$ cat config.mk
export PLATFORM = sky130hd
export DESIGN_NAME = fixed_add_subt_unit
export DESIGN_NICKNAME = d
export VERILOG_FILES = /design/src/rtl/fixed_add_subt_unit.sv
export SDC_FILE = /design/constraint.sdc
export NUM_CORES = 1
export LEC_CHECK = 0
export ABC_CLOCK_PERIOD_IN_PS = 4050
export CAP_MARGIN = 20
export CORE_ASPECT_RATIO = 1.4
export CORE_UTILIZATION = 45
export DETAILED_ROUTE_END_ITERATION = 10
export PLACE_DENSITY = 0.75
export SYNTH_ARGS = -nofsm -noshare
export SYNTH_HDL_FRONTEND = slang
export SYNTH_SLANG_ARGS = --single-unit
$ cat constraint.sdc
create_clock -name clk -period 4.05 [get_ports clk]
set_input_delay 0.81 -clock clk [delete_from_list [all_inputs] [get_ports clk]]
set_output_delay 0.81 -clock clk [all_outputs]
set_load 0.005 [all_outputs]
$ cat src/rtl/fixed_add_subt_unit.sv
`default_nettype none
// ============================================================================
//  Module   : fixed_add_subt_unit
//  Purpose  : Multi-cycle signed fixed-point add/subtract responder for the
//             beg/ready/ack handshake of the CORDIC control FSM. Operands are
//             captured on a start request, summed CHUNK bits per cycle with a
//             registered carry, and the result saturates on two's-complement
//             overflow. The result is held with ready high until acknowledged.
//  Ports    : clk            - system clock, rising edge
//             reset          - asynchronous, active-low reset
//             beg_add_subt   - start request (sampled in IDLE only)
//             ack_add_subt   - result taken (sampled in DONE only)
//             add_subt       - 0: X+Y, 1: X-Y (captured with operands)
//             Data_X, Data_Y - W-bit two's-complement operands
//             ready_add_subt - high exactly while in DONE
//             busy           - high in EXEC and CHECK
//             result         - saturated sum, held through DONE
//             overflow_flag  - positive saturation occurred
//             underflow_flag - negative saturation occurred
//  Revision : 1.0 - initial release
// ============================================================================
module fixed_add_subt_unit #(
   parameter int W     = 32,
   parameter int CHUNK = 8
) (
   input  logic         clk,
   input  logic         reset,
   input  logic         beg_add_subt,
   input  logic         ack_add_subt,
   input  logic         add_subt,
   input  logic [W-1:0] Data_X,
   input  logic [W-1:0] Data_Y,
   output logic         ready_add_subt,
   output logic         busy,
   output logic [W-1:0] result,
   output logic         overflow_flag,
   output logic         underflow_flag
);

   localparam int              c_N       = W / CHUNK;
   localparam int              c_CW      = (c_N > 1) ? $clog2(c_N) : 1;
   localparam logic [c_CW-1:0] c_LAST    = c_CW'(c_N - 1);
   localparam logic [W-1:0]    c_SAT_MAX = {1'b0, {(W-1){1'b1}}};
   localparam logic [W-1:0]    c_SAT_MIN = {1'b1, {(W-1){1'b0}}};

   typedef enum logic [1:0] {
      S_IDLE  = 2'd0,
      S_EXEC  = 2'd1,
      S_CHECK = 2'd2,
      S_DONE  = 2'd3
   } state_t;

   state_t            r_state;
   state_t            w_next;

   logic [W-1:0]      r_opa;
   logic [W-1:0]      r_opb;
   logic [W-1:0]      r_sum;
   logic              r_carry;
   logic [c_CW-1:0]   r_cnt;
   logic [W-1:0]      r_result;
   logic              r_ovf;
   logic              r_unf;
   logic              r_ready;
   logic              r_busy;

   int                w_base;
   logic [CHUNK:0]    w_chunk_sum;
   logic              w_ovf;

   // ---------------------------------------------------------------- state
   always_ff @(posedge clk or negedge reset) begin
      if (!reset) begin
         r_state <= S_IDLE;
      end else begin
         r_state <= w_next;
      end
   end

   always_comb begin
      w_next = r_state;
      case (r_state)
         S_IDLE:  if (beg_add_subt)     w_next = S_EXEC;
         S_EXEC:  if (r_cnt == c_LAST)  w_next = S_CHECK;
         S_CHECK:                       w_next = S_DONE;
         S_DONE:  if (ack_add_subt)     w_next = S_IDLE;
         default:                       w_next = S_IDLE;
      endcase
   end

   // -------------------------------------------------------------- datapath
   // One CHUNK-wide slice of the operands per EXEC cycle; the carry out of
   // each slice is registered and feeds the next slice.
   assign w_base      = int'(r_cnt) * CHUNK;
   assign w_chunk_sum = {1'b0, r_opa[w_base +: CHUNK]}
                      + {1'b0, r_opb[w_base +: CHUNK]}
                      + {{CHUNK{1'b0}}, r_carry};

   // Subtraction is carried as opA + ~Y + 1, so the overflow test uses the
   // already-inverted opB sign rather than Data_Y's sign.
   assign w_ovf = (r_opa[W-1] == r_opb[W-1]) && (r_sum[W-1] != r_opa[W-1]);

   always_ff @(posedge clk or negedge reset) begin
      if (!reset) begin
         r_opa    <= '0;
         r_opb    <= '0;
         r_sum    <= '0;
         r_carry  <= 1'b0;
         r_cnt    <= '0;
         r_result <= '0;
         r_ovf    <= 1'b0;
         r_unf    <= 1'b0;
         r_ready  <= 1'b0;
         r_busy   <= 1'b0;
      end else begin
         // Handshake outputs are registered copies of the next-state decode.
         r_ready <= (w_next == S_DONE);
         r_busy  <= (w_next == S_EXEC) || (w_next == S_CHECK);

         case (r_state)
            S_IDLE: begin
               if (beg_add_subt) begin
                  r_opa   <= Data_X;
                  r_opb   <= add_subt ? ~Data_Y : Data_Y;
                  r_carry <= add_subt;
                  r_cnt   <= '0;
               end
            end
            S_EXEC: begin
               r_sum[w_base +: CHUNK] <= w_chunk_sum[CHUNK-1:0];
               r_carry                <= w_chunk_sum[CHUNK];
               r_cnt                  <= (r_cnt == c_LAST) ? '0 : r_cnt + 1'b1;
            end
            S_CHECK: begin
               if (w_ovf && !r_opa[W-1]) begin
                  r_result <= c_SAT_MAX;
                  r_ovf    <= 1'b1;
                  r_unf    <= 1'b0;
               end else if (w_ovf) begin
                  r_result <= c_SAT_MIN;
                  r_ovf    <= 1'b0;
                  r_unf    <= 1'b1;
               end else begin
                  r_result <= r_sum;
                  r_ovf    <= 1'b0;
                  r_unf    <= 1'b0;
               end
            end
            default: begin
               // DONE holds result and flags until the next CHECK.
            end
         endcase
      end
   end

   assign ready_add_subt = r_ready;
   assign busy           = r_busy;
   assign result         = r_result;
   assign overflow_flag  = r_ovf;
   assign underflow_flag = r_unf;

endmodule
`default_nettype wire

==> reports/qor.yml, run 1 <==
status: "finished, final reports clean"
placedInstanceArea_mm2: 0.00735
wl_per_cell_um: 17.2
synth_cells: 483
fin_crit_ns: 3.14
rrSetupSlack_ns: 0.91
num_rows: 50
clock_skew_ns: 0.00757
worstPathMaxFanout: 10
design_area_mm2: 0.00799
synth_area_per_cell_um2: 12.7
critPathCaptureType: "flip-flop"
worst_pin_slew_ns: 0.897
ios: 105
drv_cap: 0
antenna_found_initial: 0
cts_hold_buf: 0
setup_viol: 0
fin_tns_setup_ns: 0
final_cell_mix: "dfrtp_1 (137), clkdlybuf4s50_1 (102), a21oi_1 (40)"
fmax_mhz: 319
synth_edf_count: 0
ys_dominant_reg_cell: "dfrtp_1"
grt_pass1_wl_mm: 22.0
vdd_ir_drop_max_uv: 593
comb_power_share_pct: 45.6
placedCellCount: 747
area_delta_synth_final_pct: 30.2
netlist_area_mm2: 0.00613
cts-root-buf: "clkbuf_16"
cts-resized-gates: 0
drive_above_1_share_pct: 16.7
via_per_inst: 5.48
layout_commonest_cell: "dfrtp_1"
cts_made_buffers: 17
vias: 4272
finalHoldViolations: 0
setup_ws_ns: 0.913
drtPass1Iterations: 5
start_kind: "flip-flop"
antenna_cells: 0
synth_top_area_share_pct: 55.9
synth-simple-area-share_pct: 6.81
seq_power_share_pct: 32.5
fin_crit_sh_pct: 77.5
drtAntennaViolNets: 0
pre_cts_ws_ns: 0.921
coreArea_mm2: 0.0133
routed_wl_mm: 13.4
switching_share_pct: 37.4
synth_xor_xnor_area_share_pct: 5.00
drc: 0
synth_nets: 568
grt_pass1_vias: 4332
ys.warnings.count: 0
synth_compound_area_share_pct: 14.2
post_synth_num_cell_types: 43
synth-seq-area-share_pct: 55.9
synth_seq_cells: 137
cts.sinks: 137
async_flop_share_pct: 100
worstPathCellList: "buf_4 > mux4_2 > fa_1 > inv_1 > fa_1 > nor2b_4 > o31a_1 > o31a_1 > or3_4 > o21ai_1"
dpl.hpwl_mm: 9.74
dieArea_mm2: 0.0141
clkPwrFrac_pct: 21.9
crit_required_ns: 4.38
drtIter0Drc: 176
crit_arrival_ns: 3.47
grt_setup_unrepaired: "no"
min_path_type: "input pin to async pin"
switchingPower_mw: 2.70
portBuffers: 104
fin_cells: 780
yosys-top-cells-area: "dfrtp_1 (56%), mux2_2 (6.2%), mux4_2 (5.9%)"
utilization_pct: 59.9
maxSlewViolCount: 0
cts_max_level: 4
synthMuxAreaShare_pct: 12.1
clockBufferDepth: 2
die_y_um: 140
crit_slowest_cell: "mux4_2"
p_int_mw: 4.51
slowest_delay_ns: 0.52
max_slew_margin_pct: 40.2
powerDensity_mw_per_mm2: 902
die_w_um: 101
critPathKind: "flip-flop to flip-flop"
finalNetCount: 670
grt_use_total_pct: 20.6
start_util_pct: 46.0
synth_adder_area_share_pct: 3.51
clkLatencyLatePin_ns: 0.41
tritoncts: "done"
gp_congestion: 0.807
postCtsSetupBuffers: 0
path_clk_slew_ns: 0.06
grt-ovfl-total: 0
grt_max_degree: 81
power.leakage_nw: 3.38
synth_top_area_cell: "dfrtp_1"
synth_top_family_by_area: "compound AO/OA/AOI/OAI gates"
-- synthesized netlist by cell type (14+ instances only) --
cell / count
nor2_1: 40
ha_1: 14
clkbuf_1: 14
dfrtp_1: 137
mux2_2: 34
o21ai_0: 14
a221o_1: 31
a22o_1: 18
mux4_2: 16
nand2_1: 24
a21oi_1: 40
xnor2_1: 33
-- power groups by stage --
stage / clock, mW / sequential (mW) / combinational (mW)
2_1_floorplan: 0 / 2.22 / 2.21
3_3_place_gp: 0 / 2.33 / 3.15
3_5_place_dp: 0 / 2.36 / 3.27
4_1_cts: 1.60 / 2.34 / 3.29
5_1_grt: 1.67 / 2.41 / 3.55
6_report: 1.58 / 2.34 / 3.29
-- through the flow --
stage | power [mW] | hold slack [ns]
6_report | 7.21 | 0.199
5_1_grt | 7.63 | 0.181
4_1_cts | 7.23 | 0.480
3_5_place_dp | 5.62 | 0.467
3_3_place_gp | 5.48 | 0.462
2_1_floorplan | 4.43 | 0.451
-- final cells by class --
cell class	count	area, um2
Clock buffer	19	443
Clock inverter	13	168
Fill cell	1061	5340
Inverter	5	18.8
Multi-Input combinational cell	310	2560
Sequential cell	137	3430
Tap cell	182	228
Timing Repair Buffer	114	1140
-- registers in the layout, summed over array words and instances, names as in the netlist --
signal,count
overflow_flag,1
r_opb,32
r_cnt,2
busy,1
r_sum,32
result,32
r_opa,32
underflow_flag,1
r_carry,1
ready_add_subt,1
r_state,2
-- critical path: cells and delay by family (launching register included) --
| kind | cells | cell delay (ns) |
|---|---|---|
| AO/OA/AOI/OAI | 3 | 0.70 |
| AND/OR/NAND/NOR | 2 | 0.48 |
| adder cells (fa/ha/maj) | 2 | 0.71 |
| flip-flops | 1 | 0.38 |
| buffers and inverters | 2 | 0.28 |
| multiplexers | 1 | 0.52 |
-- logic make-up (layout without fill, tap and decap cells) --
logic type | count (synthesis) | in the layout
and+or+nand+nor | 88 | 88
AOI/OAI and AO/OA | 121 | 121
muxes | 50 | 50
DFF | 137 | 137
xor gates and xnor gates | 35 | 35
adders and majority gates | 16 | 16
buffers and inverters | 36 | 151
-- layer usage --
layer  up-vias  global-route usage, %  share of wire [%]
li1       1990                      -                  -
met1      2158                   23.9                 39
met2       102                   36.2                 55
met3        22                   4.29                2.6
met4         0                   9.46                3.0
met5         -                      0                  0
-- path summary, 6_finish.rpt --
| check | from | cells past startpoint | endpoint |
|---|---|---|---|
| worst max register to register | r_cnt[0] | 10 | r_sum[30] |
| worst min register to register | result[31] | 2 | result[31] |
| worst min-delay path | reset | 1 | r_opa[3] |
| min in group clk | result[31] | 2 | result[31] |
| worst max-delay path | r_cnt[0] | 10 | r_sum[30] |
| max in group asynchronous | reset | 3 | r_cnt[0] |
No activity file was read; power rests on OpenSTA's default activity.
==> run 2, diff against run 1 <==
--- a/config.mk
+++ b/config.mk
@@ -5,12 +5,12 @@
 export SDC_FILE = /design/constraint.sdc
 export NUM_CORES = 1
 export LEC_CHECK = 0
-export ABC_CLOCK_PERIOD_IN_PS = 4050
+export ABC_CLOCK_PERIOD_IN_PS = 2800
 export CAP_MARGIN = 20
 export CORE_ASPECT_RATIO = 1.4
 export CORE_UTILIZATION = 45
 export DETAILED_ROUTE_END_ITERATION = 10
-export PLACE_DENSITY = 0.75
+export PLACE_DENSITY = 0.77
 export SYNTH_ARGS = -nofsm -noshare
 export SYNTH_HDL_FRONTEND = slang
 export SYNTH_SLANG_ARGS = --single-unit
==> constraint.sdc (replaced) <==
create_clock -name clk -period 2.8 [get_ports clk]
set_input_delay 0.56 -clock clk [delete_from_list [all_inputs] [get_ports clk]]
set_output_delay 0.56 -clock clk [all_outputs]
set_load 0.005 [all_outputs]
==> run 2 against run 1 <==
Sequential share of layout area down 0.82 points. Register-to-register slack worse by 0.91 ns. Sequential power rose by 47%. Worst setup slack lost 0.91 ns. Combinational power rose by 64%. Die area stayed put. Count of clock-buffer cells in the layout did not move. Global-route usage is 1.6 points higher. Cell count grew 1.5%. Highest routed layer unchanged. Critical path depth shrank 1. Clock power up 56%. Non-clock buffer count rose by 12.
==> reports/qor.yml, run 2 (synthesis results as in run 1) <==
worstPathCellList: "mux4_2 > fa_2 > inv_2 > fa_2 > nor2b_4 > o31a_1 > o31a_1 > or3_4 > o21ai_2"
cts_max_level: 4  # unchanged
grt_pass1_vias: 4557  # +5.2%
fin_crit_ns: 2.80  # -0.339 ns
timing.rr.start: "r_cnt[0]"
via_per_inst: 5.57  # +1.6%
path_clk_slew_ns: 0.06  # about the same
start_kind: "flip-flop"
setup_viol: 0  # unchanged
max_slew_margin_pct: 46.3  # +6.1 points
dpl.hpwl_mm: 10.5  # +7.7%
drive_above_1_share_pct: 19.5  # +2.8 points
slowest_delay_ns: 0.54  # +0.02 ns
finalHoldViolations: 0  # unchanged
finalPower_mw: 11.3  # +56%
grt_pass1_wl_mm: 23.5  # +6.9%
cts-root-buf: "clkbuf_16"
worstPathMaxFanout: 4  # -6
status: "finished, final reports clean"
grt_setup_unrepaired: "yes"
vdd_ir_drop_max_uv: 980  # +65%
crit_slowest_cell: "mux4_2"
wl_per_cell_um: 18.3  # +6.4%
clock_skew_ns: 0.0109  # +0.00338 ns
crit_required_ns: 3.14  # -1.24 ns
cts.sinks: 137  # unchanged
drv_cap: 0  # unchanged
finalNetCount: 682  # +1.8%
dieArea_mm2: 0.0141  # unchanged
rrSetupSlack_ns: 0.001  # -0.91 ns
design_area_mm2: 0.00815  # +2.0%
fill_cells: 1020  # -3.9%
power.leakage_nw: 3.46  # +2.5%
antenna_cells: 0  # unchanged
drtIter0Drc: 163  # -7.4%
clkLatencyLatePin_ns: 0.42  # about the same
grt_max_degree: 97  # +20%
portBuffers: 104  # unchanged
vias: 4408  # +3.2%
start_util_pct: 46.0  # unchanged
coreArea_mm2: 0.0133  # unchanged
powerDensity_mw_per_mm2: 1380  # +53%
crit_arrival_ns: 3.14  # -0.33 ns
final_cell_mix: "dfrtp_1 (136), clkdlybuf4s50_1 (102), a21oi_1 (40), nor2_1 (40), mux2_2 (34)"
maxSlewViolCount: 0  # unchanged
finalHoldWorstSlack_ns: 0.0909  # -0.108 ns
drtPass1Iterations: 4  # -1
placedInstanceArea_mm2: 0.00742  # +0.94%
grt-ovfl-total: 0  # unchanged
num_rows: 50  # unchanged
gp_congestion: 0.847  # +5.0%
area_delta_synth_final_pct: 32.8
worst_pin_slew_ns: 0.805  # -0.0915 ns
routed_wl_mm: 14.5  # +8.0%
clockBufferDepth: 2  # unchanged
die_w_um: 101  # unchanged
utilization_pct: 61.1  # +1.2 points
r2r_end: "r_sum[22]"
layout_commonest_cell: "dfrtp_1"
die_y_um: 140  # unchanged
fin_crit_sh_pct: 100  # +22 points
antenna_found_initial: 0  # unchanged
min_path_type: "input pin to async pin"
critPathCaptureType: "flip-flop"
r2r_cells: 9  # -1
drc: 0  # unchanged
fmax_mhz: 357  # +12%
ios: 105  # unchanged
critPathKind: "flip-flop to flip-flop"
cts_made_buffers: 17  # unchanged
drtAntennaViolNets: 0  # unchanged
grt_use_total_pct: 22.2  # +1.6 points
tritoncts: "done"
fin_tns_setup_ns: 0  # unchanged
==> run 2: where the power goes <==
group	switching (mW)	leakage, nW	internal (mW)
Combinational	2.70	1.42	2.68
Clock	0.854	0.318	1.61
Sequential	0.602	1.72	2.83
==> run 2: layout make-up <==
cell class                 instances  area [um2]  share of cell area [%]
multi-input combinational        310        2580                    31.7
clock buffer                      19         443                    5.44
sequential                       137        3430                    42.1
clock inverter                    13         215                    2.64
timing repair buffer             126        1230                    15.1
inverter                           5        18.8                   0.230
tap                              182         228                    2.80
==> run 2: critical path, delay by kind of cell, from the launching register on <==
family | cells | cell delay, ns
AO/OA/AOI/OAI | 3 | 0.67
adder cells (fa/ha/maj) | 2 | 0.60
multiplexers | 1 | 0.54
flip-flops | 1 | 0.43
AND/OR/NAND/NOR | 2 | 0.42
buffers and inverters | 1 | 0.07
==> run 2: stage by stage <==
step	instances	setup WS, ns
4_1_cts	788	-0.00317
5_1_grt	792	-0.0793
6_report	792	0.00133
2_1_floorplan	483	-0.0734
3_5_place_dp	754	-0.0480
3_3_place_gp	754	0.0455
==> run 2: worst max-delay path by stage <==
stage,endpoint,from,slack [ns],cells past startpoint
final,r_sum[22],r_cnt[0],0.001,9
after detailed placement,r_sum[22],r_cnt[0],-0.05,9
after CTS,r_sum[22],r_cnt[0],-0.003,9
after floorplan,r_sum[6],r_cnt[0],-0.07,10
after global routing,r_sum[22],r_cnt[0],-0.08,9
after global placement,r_sum[6],r_cnt[0],0.05,9
==> run 2: timing repair <==
action | 4_1_cts | 5_1_grt
resized for setup | 3 | 4
hold buffers | 0 | 0
pin swaps | 2 | 4
buffers inserted | 2 | 4
endpoints found under the setup margin | 8 | 8
==> run 2: metal layers <==
layer | wire length, um | track usage (%) | share of wire (%) | vias to the layer above
li1 | - | - | - | 2010
met1 | 5390 | 24.3 | 37 | 2247
met2 | 8200 | 40.1 | 57 | 117
met3 | 451 | 4.49 | 3.1 | 34
met4 | 437 | 11.3 | 3.0 | 0
met5 | 0 | 0 | 0 | -
